--- config.mk ---
export PLATFORM = sky130hd
export DESIGN_NAME = jtag_ir_dr
export DESIGN_NICKNAME = d
export VERILOG_FILES = /design/src/rtl/jtag_ir_dr.sv
export SDC_FILE = /design/constraint.sdc
export NUM_CORES = 1
export LEC_CHECK = 0
export CORE_MARGIN = 1
export CORE_UTILIZATION = 25
export CTS_CLUSTER_SIZE = 24
export DETAILED_ROUTE_END_ITERATION = 8
export GPL_ROUTABILITY_DRIVEN = 0
export PLACE_DENSITY_LB_ADDON = 0.05
export SLEW_MARGIN = 20
export SYNTH_ARGS = -nofsm -noshare
export SYNTH_HDL_FRONTEND = slang
export SYNTH_SLANG_ARGS = --single-unit
--- constraint.sdc ---
create_clock -name tck -period 3.2 [get_ports tck]
set_input_delay 0.64 -clock tck [delete_from_list [all_inputs] [get_ports tck]]
set_output_delay 0.64 -clock tck [all_outputs]
set_load 0.005 [all_outputs]
--- src/rtl/jtag_ir_dr.sv ---
// rtl/jtag_ir_dr.sv - JTAG instruction/data register block with FIR coefficient write port
//
// Purpose:
//   Implements the JTAG instruction register and three data registers
//   (IDCODE, BYPASS, COEF). The TAP controller lives outside; this block
//   only sees its decoded state. A COEF data scan ends in a one-tck write
//   strobe to the FIR coefficient bank.
//
// Ports:
//   tck        test clock, all state updates on its rising edge
//   por        asynchronous active-high reset
//   state      TAP controller state (4-bit encoding)
//   tdi        serial test data in
//   tdo        serial test data out (combinational)
//   tdo_en     high while tdo carries shift data
//   ir         current (updated) instruction
//   coef_addr  FIR coefficient write address
//   coef_data  FIR coefficient write data
//   coef_we    one-tck write strobe
module jtag_ir_dr #(
    parameter logic [31:0] IDCODE_VAL = 32'h1234_5001,
    parameter int          COEF_AW    = 4,
    parameter int          COEF_DW    = 16
) (
    input  logic               tck,
    input  logic               por,
    input  logic [3:0]         state,
    input  logic               tdi,
    output logic               tdo,
    output logic               tdo_en,
    output logic [3:0]         ir,
    output logic [COEF_AW-1:0] coef_addr,
    output logic [COEF_DW-1:0] coef_data,
    output logic               coef_we
);

    localparam int COEF_W = COEF_AW + COEF_DW;

    // TAP state encodings
    localparam logic [3:0] ST_TLR    = 4'hF;
    localparam logic [3:0] ST_RTI    = 4'hC;
    localparam logic [3:0] ST_SEL_DR = 4'h7;
    localparam logic [3:0] ST_CAP_DR = 4'h6;
    localparam logic [3:0] ST_SH_DR  = 4'h2;
    localparam logic [3:0] ST_EX1_DR = 4'h1;
    localparam logic [3:0] ST_PAU_DR = 4'h3;
    localparam logic [3:0] ST_EX2_DR = 4'h0;
    localparam logic [3:0] ST_UPD_DR = 4'h5;
    localparam logic [3:0] ST_SEL_IR = 4'h4;
    localparam logic [3:0] ST_CAP_IR = 4'hE;
    localparam logic [3:0] ST_SH_IR  = 4'hA;
    localparam logic [3:0] ST_EX1_IR = 4'h9;
    localparam logic [3:0] ST_PAU_IR = 4'hB;
    localparam logic [3:0] ST_EX2_IR = 4'h8;
    localparam logic [3:0] ST_UPD_IR = 4'hD;

    // Instruction codes
    localparam logic [3:0] INS_IDCODE = 4'h1;
    localparam logic [3:0] INS_COEF   = 4'h8;
    localparam logic [3:0] INS_BYPASS = 4'hF;

    // Fixed pattern captured into the IR shift register; the trailing 01
    // lets a board-level scan find the IR boundary.
    localparam logic [3:0] IR_CAPTURE = 4'b0101;

    logic [3:0]         ir_q,        ir_d;
    logic [3:0]         ir_sr_q,     ir_sr_d;
    logic [31:0]        id_sr_q,     id_sr_d;
    logic               byp_q,       byp_d;
    logic [COEF_W-1:0]  coef_sr_q,   coef_sr_d;
    logic [COEF_AW-1:0] coef_addr_q, coef_addr_d;
    logic [COEF_DW-1:0] coef_data_q, coef_data_d;
    logic               coef_we_q,   coef_we_d;

    logic sel_id;
    logic sel_coef;
    logic sel_byp;

    // DR selection follows the updated instruction. Unknown codes fall
    // through to BYPASS, so only IDCODE and COEF need explicit decodes.
    always_comb begin
        sel_id   = (ir_q == INS_IDCODE);
        sel_coef = (ir_q == INS_COEF);
        sel_byp  = !sel_id && !sel_coef;
    end

    // Instruction path. In TLR the instruction is forced to IDCODE every
    // edge while the IR shift register keeps whatever it held.
    always_comb begin
        ir_d    = ir_q;
        ir_sr_d = ir_sr_q;
        case (state)
            ST_TLR:    ir_d    = INS_IDCODE;
            ST_CAP_IR: ir_sr_d = IR_CAPTURE;
            ST_SH_IR:  ir_sr_d = {tdi, ir_sr_q[3:1]};
            ST_UPD_IR: ir_d    = ir_sr_q;
            default:   ;
        endcase
    end

    // Data register path. Only the selected DR captures or shifts; all
    // others hold, and pause/exit states hold everything.
    always_comb begin
        id_sr_d   = id_sr_q;
        byp_d     = byp_q;
        coef_sr_d = coef_sr_q;
        case (state)
            ST_CAP_DR: begin
                if (sel_id)   id_sr_d   = IDCODE_VAL;
                if (sel_coef) coef_sr_d = {coef_addr_q, coef_data_q};
                if (sel_byp)  byp_d     = 1'b0;
            end
            ST_SH_DR: begin
                if (sel_id)   id_sr_d   = {tdi, id_sr_q[31:1]};
                if (sel_coef) coef_sr_d = {tdi, coef_sr_q[COEF_W-1:1]};
                if (sel_byp)  byp_d     = tdi;
            end
            default: ;
        endcase
    end

    // Coefficient write port. The strobe is registered so it is high for
    // the single tck cycle following the UPD_DR edge.
    always_comb begin
        coef_addr_d = coef_addr_q;
        coef_data_d = coef_data_q;
        coef_we_d   = 1'b0;
        if (state == ST_UPD_DR && sel_coef) begin
            coef_addr_d = coef_sr_q[COEF_W-1:COEF_DW];
            coef_data_d = coef_sr_q[COEF_DW-1:0];
            coef_we_d   = 1'b1;
        end
    end

    // tdo is combinational so the first bit of a shift is presented while
    // the TAP sits in the shift state, before the first shift edge.
    always_comb begin
        tdo    = 1'b0;
        tdo_en = 1'b0;
        if (state == ST_SH_IR) begin
            tdo    = ir_sr_q[0];
            tdo_en = 1'b1;
        end else if (state == ST_SH_DR) begin
            tdo_en = 1'b1;
            if (sel_id)        tdo = id_sr_q[0];
            else if (sel_coef) tdo = coef_sr_q[0];
            else               tdo = byp_q;
        end
    end

    always_ff @(posedge tck or posedge por) begin
        if (por) begin
            ir_q        <= INS_IDCODE;
            ir_sr_q     <= IR_CAPTURE;
            id_sr_q     <= '0;
            byp_q       <= 1'b0;
            coef_sr_q   <= '0;
            coef_addr_q <= '0;
            coef_data_q <= '0;
            coef_we_q   <= 1'b0;
        end else begin
            ir_q        <= ir_d;
            ir_sr_q     <= ir_sr_d;
            id_sr_q     <= id_sr_d;
            byp_q       <= byp_d;
            coef_sr_q   <= coef_sr_d;
            coef_addr_q <= coef_addr_d;
            coef_data_q <= coef_data_d;
            coef_we_q   <= coef_we_d;
        end
    end

    assign ir        = ir_q;
    assign coef_addr = coef_addr_q;
    assign coef_data = coef_data_q;
    assign coef_we   = coef_we_q;

endmodule

==> results.cfg <==
[routing]
drtIter0Drc = 94
wirelength_um = 7683
drc = 0
drt_pass1_iterations = 4
routed-via-count = 2341
wl_per_cell_um = 14.80
routed_via_density = 4.511
ant_nets = 0

[placed_design]
dp_hpwl_um = 4243
dpl_cell_area_um2 = 4172
port-buffer-count = 33

[global_routing]
grt_overflow_total = 0
grt_pass1_vias = 2425
antenna_found_initial = 0
grt_max_degree = 83
grt.total_usage_pct = 11.42
grt_pass1_wl_um = 12840

[critical_path]
worstPathArrival_ps = 2250
critPathCaptureType = output port
crit_required_ps = 2560
crit_fanout = 2
start_kind = primary input
reg2regPathDepth = 4
crit_type = in -> out

[sta]
skew_ps = 5.354
setup_tns_ps = 0
finalCriticalPeriod_ps = 2891
max_slew_margin_pct = 50.22
holdWs_ps = 481.4
rsz0062_at_grt = false
finalSetupViolCount = 0
fmax_ghz = 0.3459
hold_viol = 0
tightest_slew_ps = 746.7
period_share_pct = 90.34
slew_violations = 0

[clock_network]
hold_buffers = 0
clock_sinks = 82
htree_levels = 3
cts_setup_buffers = 0
cts_resized = 0
clk_pin_slew_ps = 60
cts_tree = yes
cts.path.max_buffers = 2
clk_latency_ps = 340
numCtsBuffers = 9
root_buffer = clkbuf_16

[layout]
drive_gt1_share_pct = 17.11
diodes = 0
final_cell_mix = dfrtp_1, clkdlybuf4s50_1, mux2i_1, mux2_2, mux2_1
fill_cells = 1417
layout.area.seq_um2 = 2056
stdcell_area_um2 = 4511
multiInputGateArea_um2 = 1439
final_common_cell = dfrtp_1
fin_nets = 341
utilization_pct = 32.12
areaGrowthSynthToFinish_pct = 24.35

[synthesis]
yosys_warnings = 0
synth_edf_count = 0
synth-seq-cells = 82
synth_top_family_by_area = multiplexers
synth_xor_area_share_pct = 0.2415
syn_area_um2 = 3627
synth_compound_area_share_pct = 8.348
syn_avg_cell_area_um2 = 12.01
synthMuxAreaShare_pct = 21.42
async_reset_ff_share_pct = 100.0
ys_types = 31
yosys.area_share.simple_pct = 9.348
synthAdderAreaFrac_pct = 0
ys_seq_area_share_pct = 56.67
syn-num-nets = 309
postSynthCellCount = 302
synth-main-ff-cell = dfrtp_1

[status]
status = complete, no violations

[pwr]
peakVddDrop_mv = 0.3524
p_leak_nw = 2.131
power_density_nw_per_um2 = 672.8
total_power_mw = 3.035

[die]
core_um2 = 14040
dieArea_um2 = 14990
start_util_pct = 25.83
rows = 43
die_w_um = 122.5
dieHeight_um = 122.5
io_pins = 34

[worst_hold_path]
whs_path_depth = 1
hp-class = reg -> reg

[run]
max_cap_violations = 0
## power by group
part	leakage, nW	total [mW]	internal (mW)	switching (mW)
logic	0.886	0.445	0.240	0.206
registers	1.08	1.42	1.27	0.150
clock network	0.165	1.16	0.746	0.418
total	2.13	3.03	2.26	0.774
## metrics by stage
stage               worst slack (ps)  instances
floorplan                      456.5        302
global placement               331.6        503
detailed placement             302.3        503
CTS                            290.1        519
global route                   214.8        519
finish                         309.0        519
## registers in the layout, summed over array words and instances, names as in the netlist
register,cells
id_sr_q,32
coef_sr_q,20
coef_data,16
coef_addr,4
ir,4
ir_sr_q,4
byp_q,1
coef_we,1
## critical path, cell delays in order
cell,delay (ps)
clkdlybuf4s50_1,420
nor4b_1,320
o221ai_1,180
o22ai_1,180
clkdlybuf4s50_1,520
## per-layer routing
layer | part of all wire, % | track usage [%] | wire, um | up-vias
li1 | - | - | - | 1123
met1 | 47 | 13.83 | 3600 | 1186
met2 | 48 | 18.43 | 3718 | 26
met3 | 3.7 | 4.693 | 288 | 6
met4 | 0.99 | 3.430 | 76 | 0
met5 | 0 | 0 | 0 | -
## cell type report
type,instances,area share [%]
inverter,10,0.8599
timing repair buffer,43,9.154
clock buffer,12,5.908
clock inverter,4,1.609
multi-input combinational,188,31.90
tap,180,4.993
sequential,82,45.58
## synthesized netlist by cell type (3+ instances only)
cell type	instances	area share, %
inv_1	10	1.0
nand2b_1	6	1.0
o21ai_0	8	1.1
nor2b_1	18	3.1
mux2_2	23	7.1
dfstp_2	3	2.2
nor2_1	18	1.9
mux2i_1	27	7.5
a31oi_1	19	3.3
buf_6	3	0.93
clkbuf_1	15	1.6
buf_1	3	0.31
dfrtp_1	79	55
a21oi_1	21	2.9
nand2_1	9	0.93
mux2_1	22	6.8
## worst paths after layout
kind	startpoint	to	slack (ps)
max	state[3]	tdo	310
min	id_sr_q[11]	id_sr_q[11]	480
max reg2reg	ir[0]	id_sr_q[13]	850
min reg2reg	id_sr_q[11]	id_sr_q[11]	480
max in group asynchronous	por	ir_sr_q[0]	2120
min in group asynchronous	por	coef_we	720
## cell families (layout without fill, tap and decap cells)
family,after synthesis,after routing
muxes,72,72
and+or+nand+nor,62,62
AOI/OAI and AO/OA,53,53
DFF,82,82
buffers and inverters,32,69
xor gates and xnor gates,1,1
No activity file was read; power rests on OpenSTA's default activity.
